$ cat src/rtl/instr_sequencer_pkg.sv
// Shared definitions for the instruction sequencer: FSM state encoding, opcodes
// and instruction-word field positions expressed as functions of the data width.
package instr_sequencer_pkg;

  typedef enum logic [2:0] {
    IDLE  = 3'd0,
    FETCH = 3'd1,
    ISSUE = 3'd2,
    EXEC  = 3'd3,
    HALT  = 3'd4
  } state_t;

  localparam logic [1:0] OP_LOAD = 2'b00;
  localparam logic [1:0] OP_MOVE = 2'b01;
  localparam logic [1:0] OP_ADD  = 2'b10;
  localparam logic [1:0] OP_SUB  = 2'b11;

  // Word layout: {halt, F[1:0], Rx[1:0], Ry[1:0], Data[n-1:0]}
  function automatic int instr_width(input int n);
    return n + 7;
  endfunction

  function automatic int halt_bit(input int n);
    return n + 6;
  endfunction

  function automatic int f_lsb(input int n);
    return n + 4;
  endfunction

  function automatic int rx_lsb(input int n);
    return n + 2;
  endfunction

  function automatic int ry_lsb(input int n);
    return n;
  endfunction

endpackage

$ cat src/rtl/instr_sequencer_ir_reg.sv
// Load-enable register with asynchronous active-low clear; used for both the
// instruction register and the program counter.
module ir_reg #(
  parameter int W = 11
) (
  input  logic         clock,
  input  logic         Resetn,
  input  logic         load,
  input  logic [W-1:0] d,
  output logic [W-1:0] q
);

  always_ff @(posedge clock or negedge Resetn) begin
    if (!Resetn) begin
      q <= '0;
    end else if (load) begin
      q <= d;
    end
  end

endmodule

$ cat src/rtl/instr_sequencer.sv
// Issue stage for the 4-bit bus processor: fetches words from a program ROM and
// hands one instruction to the processor every five clocks until a halt word.
module instr_sequencer
  import instr_sequencer_pkg::*;
#(
  parameter int AW = 4,
  parameter int N  = 4,
  parameter int IW = instr_width(N)
) (
  input  logic          clock,
  input  logic          Resetn,
  input  logic          start,
  output logic [AW-1:0] imem_addr,
  input  logic [IW-1:0] imem_rdata,
  input  logic [1:0]    proc_count,
  output logic          proc_clear,
  output logic          w,
  output logic [1:0]    F,
  output logic [1:0]    Rx,
  output logic [1:0]    Ry,
  output logic [N-1:0]  Data,
  output logic          busy,
  output logic          done,
  output logic [7:0]    retired
);

  localparam int HB     = halt_bit(N);
  localparam int F_LSB  = f_lsb(N);
  localparam int RX_LSB = rx_lsb(N);
  localparam int RY_LSB = ry_lsb(N);
  localparam logic [AW-1:0] PC_LAST = '1;

  state_t        state, state_n;
  logic [IW-1:0] ir;
  logic [AW-1:0] pc, pc_d;
  logic          ir_load, pc_load;
  logic          ir_halt;

  ir_reg #(.W(IW)) u_ir (
    .clock  (clock),
    .Resetn (Resetn),
    .load   (ir_load),
    .d      (imem_rdata),
    .q      (ir)
  );

  ir_reg #(.W(AW)) u_pc (
    .clock  (clock),
    .Resetn (Resetn),
    .load   (pc_load),
    .d      (pc_d),
    .q      (pc)
  );

  assign imem_addr = pc;
  assign ir_halt   = ir[HB];
  assign F         = ir[F_LSB+1:F_LSB];
  assign Rx        = ir[RX_LSB+1:RX_LSB];
  assign Ry        = ir[RY_LSB+1:RY_LSB];
  assign Data      = ir[N-1:0];

  always_ff @(posedge clock or negedge Resetn) begin
    if (!Resetn) begin
      state <= IDLE;
    end else begin
      state <= state_n;
    end
  end

  always_comb begin
    state_n = state;
    ir_load = 1'b0;
    pc_load = 1'b0;
    pc_d    = pc;
    case (state)
      IDLE, HALT: begin
        if (start) begin
          state_n = FETCH;
          pc_load = 1'b1;
          pc_d    = '0;
        end
      end
      FETCH: begin
        ir_load = 1'b1;
        state_n = ISSUE;
      end
      ISSUE: begin
        state_n = ir_halt ? HALT : EXEC;
      end
      EXEC: begin
        // The processor finishes every op by T3; the last ROM word ends the program.
        if (proc_count == 2'd3) begin
          if (pc == PC_LAST) begin
            state_n = HALT;
          end else begin
            state_n = FETCH;
            pc_load = 1'b1;
            pc_d    = pc + AW'(1);
          end
        end
      end
      default: state_n = IDLE;
    endcase
  end

  assign w          = (state == ISSUE) && !ir_halt;
  assign proc_clear = (state == IDLE) || (state == FETCH) || (state == HALT);

  always_ff @(posedge clock or negedge Resetn) begin
    if (!Resetn) begin
      busy    <= 1'b0;
      done    <= 1'b0;
      retired <= '0;
    end else begin
      busy <= (state_n == FETCH) || (state_n == ISSUE) || (state_n == EXEC);
      done <= (state_n == HALT);
      if (state == ISSUE && !ir_halt) begin
        retired <= retired + 8'd1;
      end
    end
  end

endmodule
$ cat config.mk
export PLATFORM = sky130hd
export DESIGN_NAME = instr_sequencer
export DESIGN_NICKNAME = d
export VERILOG_FILES = /design/src/rtl/instr_sequencer_pkg.sv /design/src/rtl/instr_sequencer_ir_reg.sv /design/src/rtl/instr_sequencer.sv
export SDC_FILE = /design/constraint.sdc
export NUM_CORES = 1
export LEC_CHECK = 0
export BUFFER_PORTS_ARGS = -buffer_cell sky130_fd_sc_hd__clkbuf_2
export CORE_ASPECT_RATIO = 1.1
export CORE_UTILIZATION = 50
export CTS_CLUSTER_DIAMETER = 200
export DETAILED_ROUTE_END_ITERATION = 7
export PLACE_DENSITY = 0.82
export SETUP_SLACK_MARGIN = 0.15
export SYNTH_ARGS = -nofsm -noshare
export SYNTH_HDL_FRONTEND = slang
export SYNTH_SLANG_ARGS = --single-unit
$ cat constraint.sdc
create_clock -name clock -period 2 [get_ports clock]
set_input_delay 0.2 -clock clock [delete_from_list [all_inputs] [get_ports clock]]
set_output_delay 0.2 -clock clock [all_outputs]
set_load 0.02 [all_outputs]
# After elaboration in Yosys (flattened, before gate mapping)
# Index checks and enable logic that the tools add are counted.
[classes]
addsub = 2
n_eq_ne = 13
mux = 14
reduce_logical = 10
[op_table]
columns = ["op", "count"]
rows = [
  ["$eq A3 B2 Y1 const B", 4],
  ["$mux W3", 4],
  ["$mux W4", 3],
  ["$pmux W3 S4", 1],
  ["$add A8 B1 Y8 const B", 1],
  ["$pmux W4 S2", 1],
  ["$eq A3 B1 Y1 const B", 2],
  ["$eq A3 B3 Y1 const B", 2],
  ["$ne A2 B2 Y1 const B", 3],
  ["$reduce_and A5 Y1", 1],
  ["$add A4 B1 Y4 const B", 1],
  ["$eq A4 B4 Y1 const B", 1],
  ["$logic_or A1 B1 Y1", 4],
  ["$mux W1", 4],
  ["$logic_not A3 Y1", 1],
  ["$eq A2 B2 Y1 const B", 1],
  ["$pmux W1 S2", 1],
  ["$reduce_bool A2 Y1", 1],
  ["$reduce_or A2 Y1", 1],
  ["$logic_and A1 B1 Y1", 1],
  ["$logic_not A1 Y1", 1],
]
[word_totals]
register_bits = 28
out_inout_bits = 26

# Depth between registers and ports, before layout
[depth]
word_depth = 7
depth_mapped = 6
mapped_depth_nobuf = 4

# Modules after synthesis
# From an unflattened synthesis, not the netlist that was laid out.
[hier_totals]
cells_unflattened = 104
area_unflattened_um2 = 1341.3
[modules_own_cells]
columns = ["mod", "instances", "cells_per_inst", "area_per_inst_um2", "seq_area_each_um2"]
rows = [
  ["instr_sequencer", 1, 73, 748.2, 325.3],
  ["ir_reg at u_ir", 1, 23, 447.9, 275.3],
  ["ir_reg at u_pc", 1, 8, 145.1, 100.1],
]

# Worst setup path before layout
# OpenSTA, ideal clock, no wires.
[synth_path]
path_type = "reg-to-reg"
startpoint = "register state[2]"
endpoint = "register retired[4]"
arrival_time_ns = 1.517
required_ns = 1.870
path_slack_ns = 0.353
path_stages_with_launch = 7
synth_period_minus_slack_ns = 1.647
path_cell_list = "dfrtp_1 -> buf_6 -> or4b_1 -> buf_2 -> clkinv_2 -> nand4_1 -> xnor2_1"
[synth_between]
elab_chain_cells = 2
[synth_lines]
columns = ["item", "line_no", "rtl"]
rows = [
  ["from (decl)", "instr_sequencer.sv:33", "state_t state, state_n;"],
  ["from (signal assigned)", "instr_sequencer.sv:66", "state <= state_n;"],
  ["$eq A3 B2 Y1", "--", ""],
  ["$logic_and A1 B1 Y1", "--", ""],
  ["net w", "instr_sequencer.sv:17", "output logic w,"],
  ["to (signal assigned)", "instr_sequencer.sv:118", "retired <= retired + 8'd1;"],
  ["to (decl)", "instr_sequencer.sv:24", "output logic [7:0] retired"],
]
# The timed path passes the listed nets, and every way through them passes these cells.
# A chain may end at the register's enable or synchronous reset.

# Final worst setup path
[layout_path]
startpoint = "register state[2]"
endpoint = "output port w"
[layout_between]
elab_chain_cells = 2
[layout_lines]
columns = ["item", "line_no", "rtl"]
rows = [
  ["$eq A3 B2 Y1", "instr_sequencer.sv:106", "assign w = (state == ISSUE) && !ir_halt;"],
  ["$logic_and A1 B1 Y1", "instr_sequencer.sv:106", ""],
  ["to (decl)", "instr_sequencer.sv:17", ""],
]
# No other way between the ends.

==> flow_summary.yaml <==
floorplan:
  die_x_um: 51.4
  num_rows: 19
  die_y_um: 56.3
  die_area_sq_mm: 0.00289
  core_sq_mm: 0.00252
  ios: 42
  start_util_pct: 53.2
route:
  wl_met1_um: 1050
  routed_wl_um: 2540
  wl_per_cell_um: 13.8
  drcViolationCount: 0
  ant_nets: 0
  drt-initial-drc-count: 27
  highest_layer: "met4"
  first_pass_iters: 4
  dr_wl_met3_um: 160
  via_per_inst: 5.45
  routed-via-count: 1003
  route.met2.wl_um: 1310
hold_path:
  worstHoldPathType: "in2reg"
  hp-start: "imem_rdata[2]"
status:
  status: "completed"
sta:
  fmax_ghz: 0.549
  hold_ws_ns: 0.0959
  fin_crit_ns: 1.82
  rsz0062_at_grt: "no"
  hold_viol: 0
  setup_viol: 0
  setup_ws_ns: 0.177
  tightest_slew_ns: 0.665
  fin_worst_skew_ns: 0.0151
  tns_ns: 0
  final_max_slew_viol_count: 0
  period_share_pct: 91.1
  slew_headroom_pct: 55.6
yosys:
  yosysMostFrequentCell: "dfrtp_1"
  ys_seq_elements: 28
  synth_top_area_cell: "dfrtp_1"
  netlist_area_sq_mm: 0.00134
  yosys_warnings: 0
  async_flop_share_pct: 100
  syn-instance-count: 116
  synth_ff_type: "dfrtp_1"
  ys_seq_area_share_pct: 52.2
  synthDistinctLibCells: 32
  synthTopCellsByCount: "dfrtp_1, nand2_1, mux2_2"
  synth_edf_count: 0
  syn-num-nets: 134
  yosys.area.top_type_share_pct: 52.2
  syn_area_per_cell_sq_um: 11.6
  ys_top_cells_by_area: "dfrtp_1, mux2_2, buf_4"
setup_path:
  crit_fanout: 6
  cp.arrival_ns: 1.62
  end_kind: "output port"
  timing_worst_setup_path_type: "reg2out"
  cp_top_family: "simple AND/OR/NAND/NOR gates"
  cp-startpoint: "state[2]$_DFF_PN0_"
  r2r_start: "state[1]$_DFF_PN0_"
  max_stage_delay_ns: 0.57
  required_ns: 1.80
  cp_cell_sequence: "or4b_4 > clkinv_2 > clkbuf_4"
  cp-start-kind: "flop"
  crit_slowest_cell: "or4b_4"
  cp_num_buf_inv: 2
power:
  seq_power_share_pct: 40.9
  combPwrFrac_pct: 47.6
  power_density_mw_per_mm2: 1490
  p_switching_uw: 959
  p_leak_uw: 0.000788
  switching_share_pct: 40.7
  p_clk_share_pct: 11.5
  p_int_uw: 1400
  ir_drop_mv: 1.02
placement:
  pre_cts_slack_ns: 0.319
  dpl_cell_area_sq_mm: 0.00148
  dp_hpwl_um: 1800
  io_buffers: 41
  gp_congestion: 0.742
grt:
  grt_pass1_wl_um: 4010
  grt_antenna_before_repair: 0
  gr-total-overflow: 0
  grt_max_degree: 29
  grt_usage_pct: 18.4
  grt_pass1_vias: 978
cts:
  clk_path_buf_depth: 2
  h-tree-depth: 1
  numCtsBuffers: 3
  cts_tree: "built"
  insertion_delay_ns: 0.33
  clk_pin_slew_ns: 0.15
  clock-sinks: 28
  clockRootBuffer: "clkbuf_4"
layout:
  drive_gt1_share_pct: 46.4
  fillers: 221
  area_growth_pct: 18.1
  final_area_sq_mm: 0.00158
  fin_util_pct: 62.9
  antennaDiodeCount: 0
  fin_nets: 172
job:
  maxCapViolCount: 0
==> cell type report <==
| class | count | area [sq um] | area share [%] |
|---|---|---|---|
| Clock buffer | 4 | 36.3 | 2.29 |
| Timing Repair Buffer | 49 | 270 | 17.1 |
| Multi-Input combinational cell | 69 | 522 | 32.9 |
| Inverter | 3 | 12.5 | 0.790 |
| Sequential cell | 28 | 704 | 44.5 |
| Tap cell | 31 | 38.8 | 2.45 |
==> kinds of logic after synthesis <==
| logic type | count (synthesis) | synth area share [%] |
|---|---|---|
| XOR/XNOR | 8 | 5.22 |
| multiplexers | 14 | 11.5 |
| AO/OA/AOI/OAI | 10 | 5.32 |
| adder cells (fa/ha/maj) | 2 | 1.87 |
| buffers and inverters | 19 | 9.14 |
| AND/OR/NAND/NOR | 35 | 14.7 |
| flip-flops | 28 | 52.2 |
==> metal layers <==
metal  global-route usage [%]  vias to the layer above
li1                         -                      465
met1                     20.8                      482
met2                     33.6                       52
met3                     2.71                        4
met4                     7.72                        0
met5                        0                        -
==> power groups by stage <==
stage	Combinational (uW)	Sequential, uW	Clock [uW]
floorplan	825	1010	0
global placement	971	976	0
detailed placement	999	1000	0
CTS	1070	967	280
global route	1210	992	297
finish	1120	964	270
==> cell usage in the layout (no fill, tap or decap), types with 3 or more instances in the layout <==
| cell type | instances |
|---|---|
| mux2_2 | 11 |
| xnor2_1 | 5 |
| clkbuf_2 | 40 |
| nand4_1 | 4 |
| dfrtp_2 | 3 |
| mux2i_1 | 3 |
| dfrtp_1 | 25 |
| buf_4 | 7 |
| clkbuf_4 | 4 |
| nand2_1 | 13 |
| nand3_1 | 4 |
| xor2_1 | 3 |
==> path summary, 6_finish.rpt <==
path,end,cells past startpoint,slack [ns]
max in group asynchronous,state[0]$_DFF_PN0_,2,1.11
hold / removal,u_ir.q[2]$_DFFE_PN0P_,2,0.1
setup reg to reg,u_pc.q[2]$_DFFE_PN0P_,4,0.31
hold reg to reg,retired[7]$_DFFE_PN0N_,1,0.49
min in group asynchronous,u_ir.q[6]$_DFFE_PN0P_,2,0.41
setup / recovery,w,3,0.18
==> per-stage QoR <==
step	total power, uW	cells
after floorplan	1840	116
after global placement	1950	173
after detailed placement	2000	173
after CTS	2320	180
after global routing	2500	184
final	2360	184
==> worst reg2reg max path: stages, from the launching register on <==
cell and delay [ns]:
dfrtp_2 0.47, buf_4 0.14, or3b_2 0.53, a32oi_1 0.26, o221ai_1 0.17
==> registers in the layout, summed over array words and instances, names as in the netlist <==
name / flops
u_ir.q: 11
retired: 8
u_pc.q: 4
state: 3
busy: 1
done: 1
==> what timing repair did <==
item	4_1_cts	5_1_grt
hold buffers	1	0
buffers inserted	2	4
endpoints found under the setup margin	1	1
resized for setup	5	0
pin swaps	1	1
hold endpoints to repair	28	0
Note: power is estimated with default switching activity, not from simulation.
